--- config.mk ---
export PLATFORM = sky130hd
export DESIGN_NAME = line_serializer
export DESIGN_NICKNAME = d
export VERILOG_FILES = /design/src/rtl/line_ser_pkg.sv /design/src/rtl/beat_counter.sv /design/src/rtl/line_serializer.sv
export SDC_FILE = /design/constraint.sdc
export NUM_CORES = 1
export LEC_CHECK = 0
export ABC_AREA = 1
export CAP_MARGIN = 40
export CELL_PAD_IN_SITES_DETAIL_PLACEMENT = 0
export CELL_PAD_IN_SITES_GLOBAL_PLACEMENT = 1
export CORE_ASPECT_RATIO = 1.2
export CORE_MARGIN = 1.5
export CORE_UTILIZATION = 37
export CTS_CLUSTER_DIAMETER = 100
export DETAILED_ROUTE_END_ITERATION = 6
export GPL_TIMING_DRIVEN = 0
export HOLD_SLACK_MARGIN = 0.1
export PLACE_DENSITY = 0.92
export SETUP_SLACK_MARGIN = 0.15
export SYNTH_ARGS = -nofsm -noshare
export SYNTH_HDL_FRONTEND = slang
export SYNTH_SLANG_ARGS = --single-unit
--- constraint.sdc ---
create_clock -name i_clk -period 2.6 [get_ports i_clk]
set_input_delay 0.52 -clock i_clk [delete_from_list [all_inputs] [get_ports i_clk]]
set_output_delay 0.52 -clock i_clk [all_outputs]
set_load 0.01 [all_outputs]
--- src/rtl/line_ser_pkg.sv ---
// Shared types and constants for the line serializer: FSM states, beat count and line offset.
package line_ser_pkg;

  localparam int unsigned BEATS         = 4;
  localparam int unsigned BEAT_IDX_W    = 2;
  localparam int unsigned LINE_OFFSET_W = 5;

  typedef logic [BEAT_IDX_W-1:0] beat_idx_t;

  typedef enum logic [2:0] {
    StIdle,
    StWrBurst,
    StRdReq,
    StRdWait,
    StDone
  } state_e;

endpackage

--- src/rtl/beat_counter.sv ---
// Two-bit beat counter shared by write-beat sequencing and read-beat (rvalid) counting.
module beat_counter
  import line_ser_pkg::*;
(
  input  logic       i_clk,
  input  logic       i_rst_n,
  input  logic       i_clr,
  input  logic       i_inc,
  output logic [1:0] o_cnt,
  output logic       o_last
);

  beat_idx_t r_cnt;

  // Clear wins over increment; increment wraps naturally from the last beat to 0.
  always_ff @(posedge i_clk or negedge i_rst_n) begin
    if (!i_rst_n) begin
      r_cnt <= '0;
    end else if (i_clr) begin
      r_cnt <= '0;
    end else if (i_inc) begin
      r_cnt <= r_cnt + 1'b1;
    end
  end

  assign o_cnt  = r_cnt;
  assign o_last = (r_cnt == BEAT_IDX_W'(BEATS - 1));

endmodule

--- src/rtl/line_serializer.sv ---
// Cache-line to bmem request serializer: single read command or 4-beat write burst.
// Optional LINE_SERIALIZER_WB_BUFFER_EN: early write response, burst drains in background.
module line_serializer
  import line_ser_pkg::*;
#(
  parameter int unsigned ADDR_W = 32,
  parameter int unsigned LINE_W = 256,
  parameter int unsigned BEAT_W = 64
) (
  input  logic              i_clk,
  input  logic              i_rst_n,
  input  logic [ADDR_W-1:0] i_dfp_addr,
  input  logic              i_dfp_read,
  input  logic              i_dfp_write,
  input  logic [LINE_W-1:0] i_dfp_wdata,
  output logic              o_dfp_wresp,
  output logic              o_busy,
  input  logic              i_bmem_ready,
  output logic [ADDR_W-1:0] o_bmem_addr,
  output logic              o_bmem_read,
  output logic              o_bmem_write,
  output logic [BEAT_W-1:0] o_bmem_wdata,
  input  logic              i_bmem_rvalid
);

  state_e              r_state;
  state_e              w_state_d;
  logic [ADDR_W-1:0]   r_addr;
  logic [LINE_W-1:0]   r_line;
  logic [1:0]          w_cnt;
  logic                w_cnt_last;
  logic                w_cnt_inc;
  logic                w_cnt_clr;
  logic                w_take;
  logic                w_accept_wr;
  logic                w_accept_rd;
  logic                w_unused_addr;

  assign w_unused_addr = ^i_dfp_addr[LINE_OFFSET_W-1:0];

  beat_counter u_beat_counter (
    .i_clk   (i_clk),
    .i_rst_n (i_rst_n),
    .i_clr   (w_cnt_clr),
    .i_inc   (w_cnt_inc),
    .o_cnt   (w_cnt),
    .o_last  (w_cnt_last)
  );

  always_comb begin
    w_state_d   = r_state;
    w_take      = 1'b0;
    w_accept_wr = 1'b0;
    w_accept_rd = 1'b0;
    w_cnt_inc   = 1'b0;
    w_cnt_clr   = 1'b0;
    unique case (r_state)
      StIdle: w_take = 1'b1;
      StWrBurst: begin
        if (i_bmem_ready) begin
          w_cnt_inc = 1'b1;
          if (w_cnt_last) begin
`ifdef LINE_SERIALIZER_WB_BUFFER_EN
            // Held-off requests are taken in the same cycle the last beat is accepted.
            w_take    = 1'b1;
            w_state_d = StIdle;
`else
            w_state_d = StDone;
`endif
          end
        end
      end
      StRdReq: if (i_bmem_ready) w_state_d = StRdWait;
      StRdWait: begin
        if (i_bmem_rvalid) begin
          w_cnt_inc = 1'b1;
          if (w_cnt_last) w_state_d = StDone;
        end
      end
      StDone: w_state_d = StIdle;
      default: w_state_d = StIdle;
    endcase
    // Write wins over read when both are (illegally) raised together.
    if (w_take) begin
      if (i_dfp_write) begin
        w_accept_wr = 1'b1;
        w_cnt_clr   = 1'b1;
        w_state_d   = StWrBurst;
      end else if (i_dfp_read) begin
        w_accept_rd = 1'b1;
        w_cnt_clr   = 1'b1;
        w_state_d   = StRdReq;
      end
    end
  end

  always_ff @(posedge i_clk or negedge i_rst_n) begin
    if (!i_rst_n) begin
      r_state <= StIdle;
      r_addr  <= '0;
      r_line  <= '0;
    end else begin
      r_state <= w_state_d;
      if (w_accept_wr || w_accept_rd) begin
        r_addr <= {i_dfp_addr[ADDR_W-1:LINE_OFFSET_W], LINE_OFFSET_W'(0)};
      end
      if (w_accept_wr) r_line <= i_dfp_wdata;
    end
  end

`ifdef LINE_SERIALIZER_WB_BUFFER_EN
  logic r_wresp;

  always_ff @(posedge i_clk or negedge i_rst_n) begin
    if (!i_rst_n) r_wresp <= 1'b0;
    else          r_wresp <= w_accept_wr;
  end

  assign o_dfp_wresp = r_wresp;
`else
  logic r_is_write;

  always_ff @(posedge i_clk or negedge i_rst_n) begin
    if (!i_rst_n)                       r_is_write <= 1'b0;
    else if (w_accept_wr || w_accept_rd) r_is_write <= w_accept_wr;
  end

  assign o_dfp_wresp = (r_state == StDone) && r_is_write;
`endif

  assign o_busy       = (r_state != StIdle);
  assign o_bmem_addr  = r_addr;
  assign o_bmem_read  = (r_state == StRdReq);
  assign o_bmem_write = (r_state == StWrBurst);
  assign o_bmem_wdata = o_bmem_write ? r_line[32'(w_cnt) * BEAT_W +: BEAT_W] : '0;

  a_no_dual_request: assert property (@(posedge i_clk) disable iff (!i_rst_n)
      (r_state == StIdle) |-> !(i_dfp_read && i_dfp_write))
    else $warning("dfp_read and dfp_write both high in idle; write taken");

endmodule
==> flow_summary_export.csv <==
group,metric,value,unit
setup_path,cpMaxStageDelayCell,"dfrtp_1",
setup_path,r2r-start,"r_state[1]",
clocking,root_buffer,"clkbuf_16",
yosys,synth_edf_count,0,
setup_path,critPathLaunchType,"flop",
place,gp_congestion,0.832,
drt,drc_errors,0,
global_routing,grt.overflow.total,0,
floorplan,die_y,210,um
yosys,ys_warn_count,0,
yosys,avgSynthCellArea,8.19,um2
final_layout,fin_nets,2343,
drt,wl_per_cell,18.1,um
drt,ant_nets,0,
sta,worst_slew_pin_slew,0.670,ns
floorplan,dieArea,36900,um2
yosys,syn_area,13200,um2
clocking,numClockSinks,289,
clocking,htree_levels,1,
global_routing,grt_pass1_vias,13000,
yosys,synth_cells,1614,
sta,hold_viol,0,
run_status,outcome,"finished, final reports clean",
sta,rsz0062_at_grt,"yes",
clocking,cts_tree,"built",
yosys,ys_types,23,
setup_path,worst_ep_arrival_time,2.01,ns
yosys,synth_area_leaders,"dfrtp_1, nand2_1, o211ai_1",
yosys,async_flop_share,100,%
power_and_ir_drop,cellLeakagePower,9.21,nW
sta,maxSlewViolCount,0,
clocking,clockBufferDepth,3,
global_routing,grt_util_all_layers,24.3,%
floorplan,rows,75,
sta,fin_skew,0.00921,ns
setup_path,required,2.08,ns
min_path,min_path_type,"in -> async",
setup_path,crit_start,"u_beat_counter.o_cnt[0]",
setup_path,r2r_cells,7,
final_layout,layout-drive-gt1-share,14.4,%
setup_path,r2r_setup_slack,0.71,ns
sta,fmax,395,MHz
setup_path,slowest_delay,0.40,ns
setup_path,cp_cell_sequence,"buf_8 -> clkbuf_16 -> clkbuf_16 -> nand2_4 -> o211ai_1 -> a21oi_2 -> buf_2",
sta,finalCritPeriodShare,97.4,%
yosys,yosysTopAreaCellShare,54.7,%
floorplan,dieWidth,176,um
power_and_ir_drop,fin_total_pwr,22.6,mW
drt,num_vias,12500,
yosys,ys_seq_elements,289,
setup_path,timing.rr.end,"r_line[103]",
yosys,synth_ff_type,"dfrtp_1",
sta,slew_headroom,55.4,%
clocking,numCtsBuffers,31,
yosys,synthTopCellsByCount,"nand2_1, dfrtp_1, inv_1",
yosys,ys_seq_area_share,54.7,%
setup_path,crit_family,"buffers and inverters",
yosys,yosys.area.top_type,"dfrtp_1",
clocking,clk_pin_slew,0.06,ns
setup_path,cp_max_fo,8,
floorplan,core_area,35100,um2
sta,fin_ws,0.0682,ns
power_and_ir_drop,peakVddDrop,0.599,mV
place,dp_slack,-0.355,ns
global_routing,grt_max_degree,120,
place,dp_hpwl,33.1,mm
drt,firstDrtPassIters,5,
place,portBuffers,383,
drt,drt-total-wl,45.8,mm
yosys,synth.most_common_cell,"nand2_1",
global_routing,antenna_found_initial,3,
setup_path,criticalPathCategory,"reg -> out",
sta,setup_viol_count_final,0,
power_and_ir_drop,power_density,1170,nW/um2
final_layout,area_growth,45.6,%
clocking,clock_latency,0.56,ns
setup_path,end_kind,"output pin",
drt,vias_per_cell,4.92,
drt,drtIter0Drc,730,
run,cap_violations,0,
floorplan,initial_core_util,37.7,%
setup_path,crit_path_frequent_cell,"clkbuf_16",
global_routing,grt_first_pass_wirelength,70.1,mm
sta,period_needed,2.53,ns
floorplan,io_pins,394,
setup_path,crit_buf_inv,4,
power by group:
group	internal, mW	switching, mW
clock	2.71	1.83
sequential	6.63	0.902
combinational	4.45	6.05
total	13.8	8.79
flip-flops by register name, summed over array words and instances (netlist names):
name,count
o_bmem_addr,27
r_is_write,1
r_line,256
r_state,3
u_beat_counter.o_cnt,2
worst register-to-register path, stage by stage, from the launching register on:
cell	delay (ns)
dfrtp_2	0.42
buf_4	0.16
nor2_4	0.11
nand3_2	0.23
inv_2	0.19
buf_4	0.28
buf_2	0.29
o21ai_1	0.09
placed cells by master (no fill, tap or decap), types with 3 or more instances in the layout:
cell type and count:
nand2_2 22, nand2_1 649, a21oi_1 41, clkbuf_16 41, a21oi_2 24, dfrtp_1 286
clkbuf_4 5, conb_1 5, clkinv_2 3, buf_4 29, nand4_1 6, o21ai_1 128
o21ai_0 28, clkbuf_1 16, diode_2 3, nand2_4 9, clkdlybuf4s50_1 315, inv_1 160
buf_6 19, o211ai_1 128, dfrtp_2 3, clkbuf_2 6, dlygate4sd2_1 3, bufinv_16 3
clkbuf_8 14, buf_12 5, buf_2 97, buf_8 7
metrics by stage:
stage                     area [um2]  setup TNS, ns  instances  hold slack, ns  util, %
after floorplan                13200              0       1618           0.224        -
after global placement         17700       -3353.45       2463           0.462     50.3
after detailed placement       17700         -15.92       2465           0.466     50.5
after CTS                      19000              0       2523           0.469     54.2
after global routing           19300              0       2536           0.480     54.9
final                          19300              0       2536           0.479     54.9
worst max path at each step:
stage | endpoint | cells after the start
floorplan | o_bmem_wdata[13] | 5
global placement | o_bmem_addr[16] | 1
detailed placement | o_bmem_wdata[48] | 6
CTS | o_bmem_wdata[45] | 6
global route | o_bmem_wdata[57] | 7
finish | o_bmem_wdata[53] | 7
layer usage:
metal  routed length, um  part of all wire (%)  track usage, %
met5                   0                     0               0
met4                1430                   3.1            8.61
met3                2760                   6.0            3.77
met2               23200                    51            43.0
met1               18400                    40            29.8
what timing repair did:
action / in CTS / in global routing
resized for setup: 409 / 47
gates cloned: 0 / 7
hold endpoints to repair: 55 / 0
pin swaps: 56 / 62
endpoints found under the setup margin: 67 / 64
buffers inserted: 1 / 3
hold buffers: 1 / 0
final cells by class:
| class | instances | area (um2) |
|---|---|---|
| clock inverter | 9 | 129 |
| sequential | 289 | 7240 |
| antenna | 3 | 7.51 |
| inverter | 164 | 626 |
| buffer | 116 | 1050 |
| clock buffer | 47 | 916 |
| multi-input combinational | 1049 | 4970 |
| fill | 3229 | 15800 |
| tap | 462 | 578 |
| timing repair buffer | 397 | 3740 |
kinds of logic (layout without fill, tap and decap cells):
family                     count (synthesis)  in the layout  share of synthesized area, %
AOI/OAI and AO/OA                        349            349                          15.6
adders and majority gates                  1              1                        0.0946
buffers and inverters                    280            733                          9.58
DFF                                      289            289                          54.7
other                                      1              8                        0.0284
and+or+nand+nor                          694            694                          20.0
No activity file was read; power rests on OpenSTA's default activity.
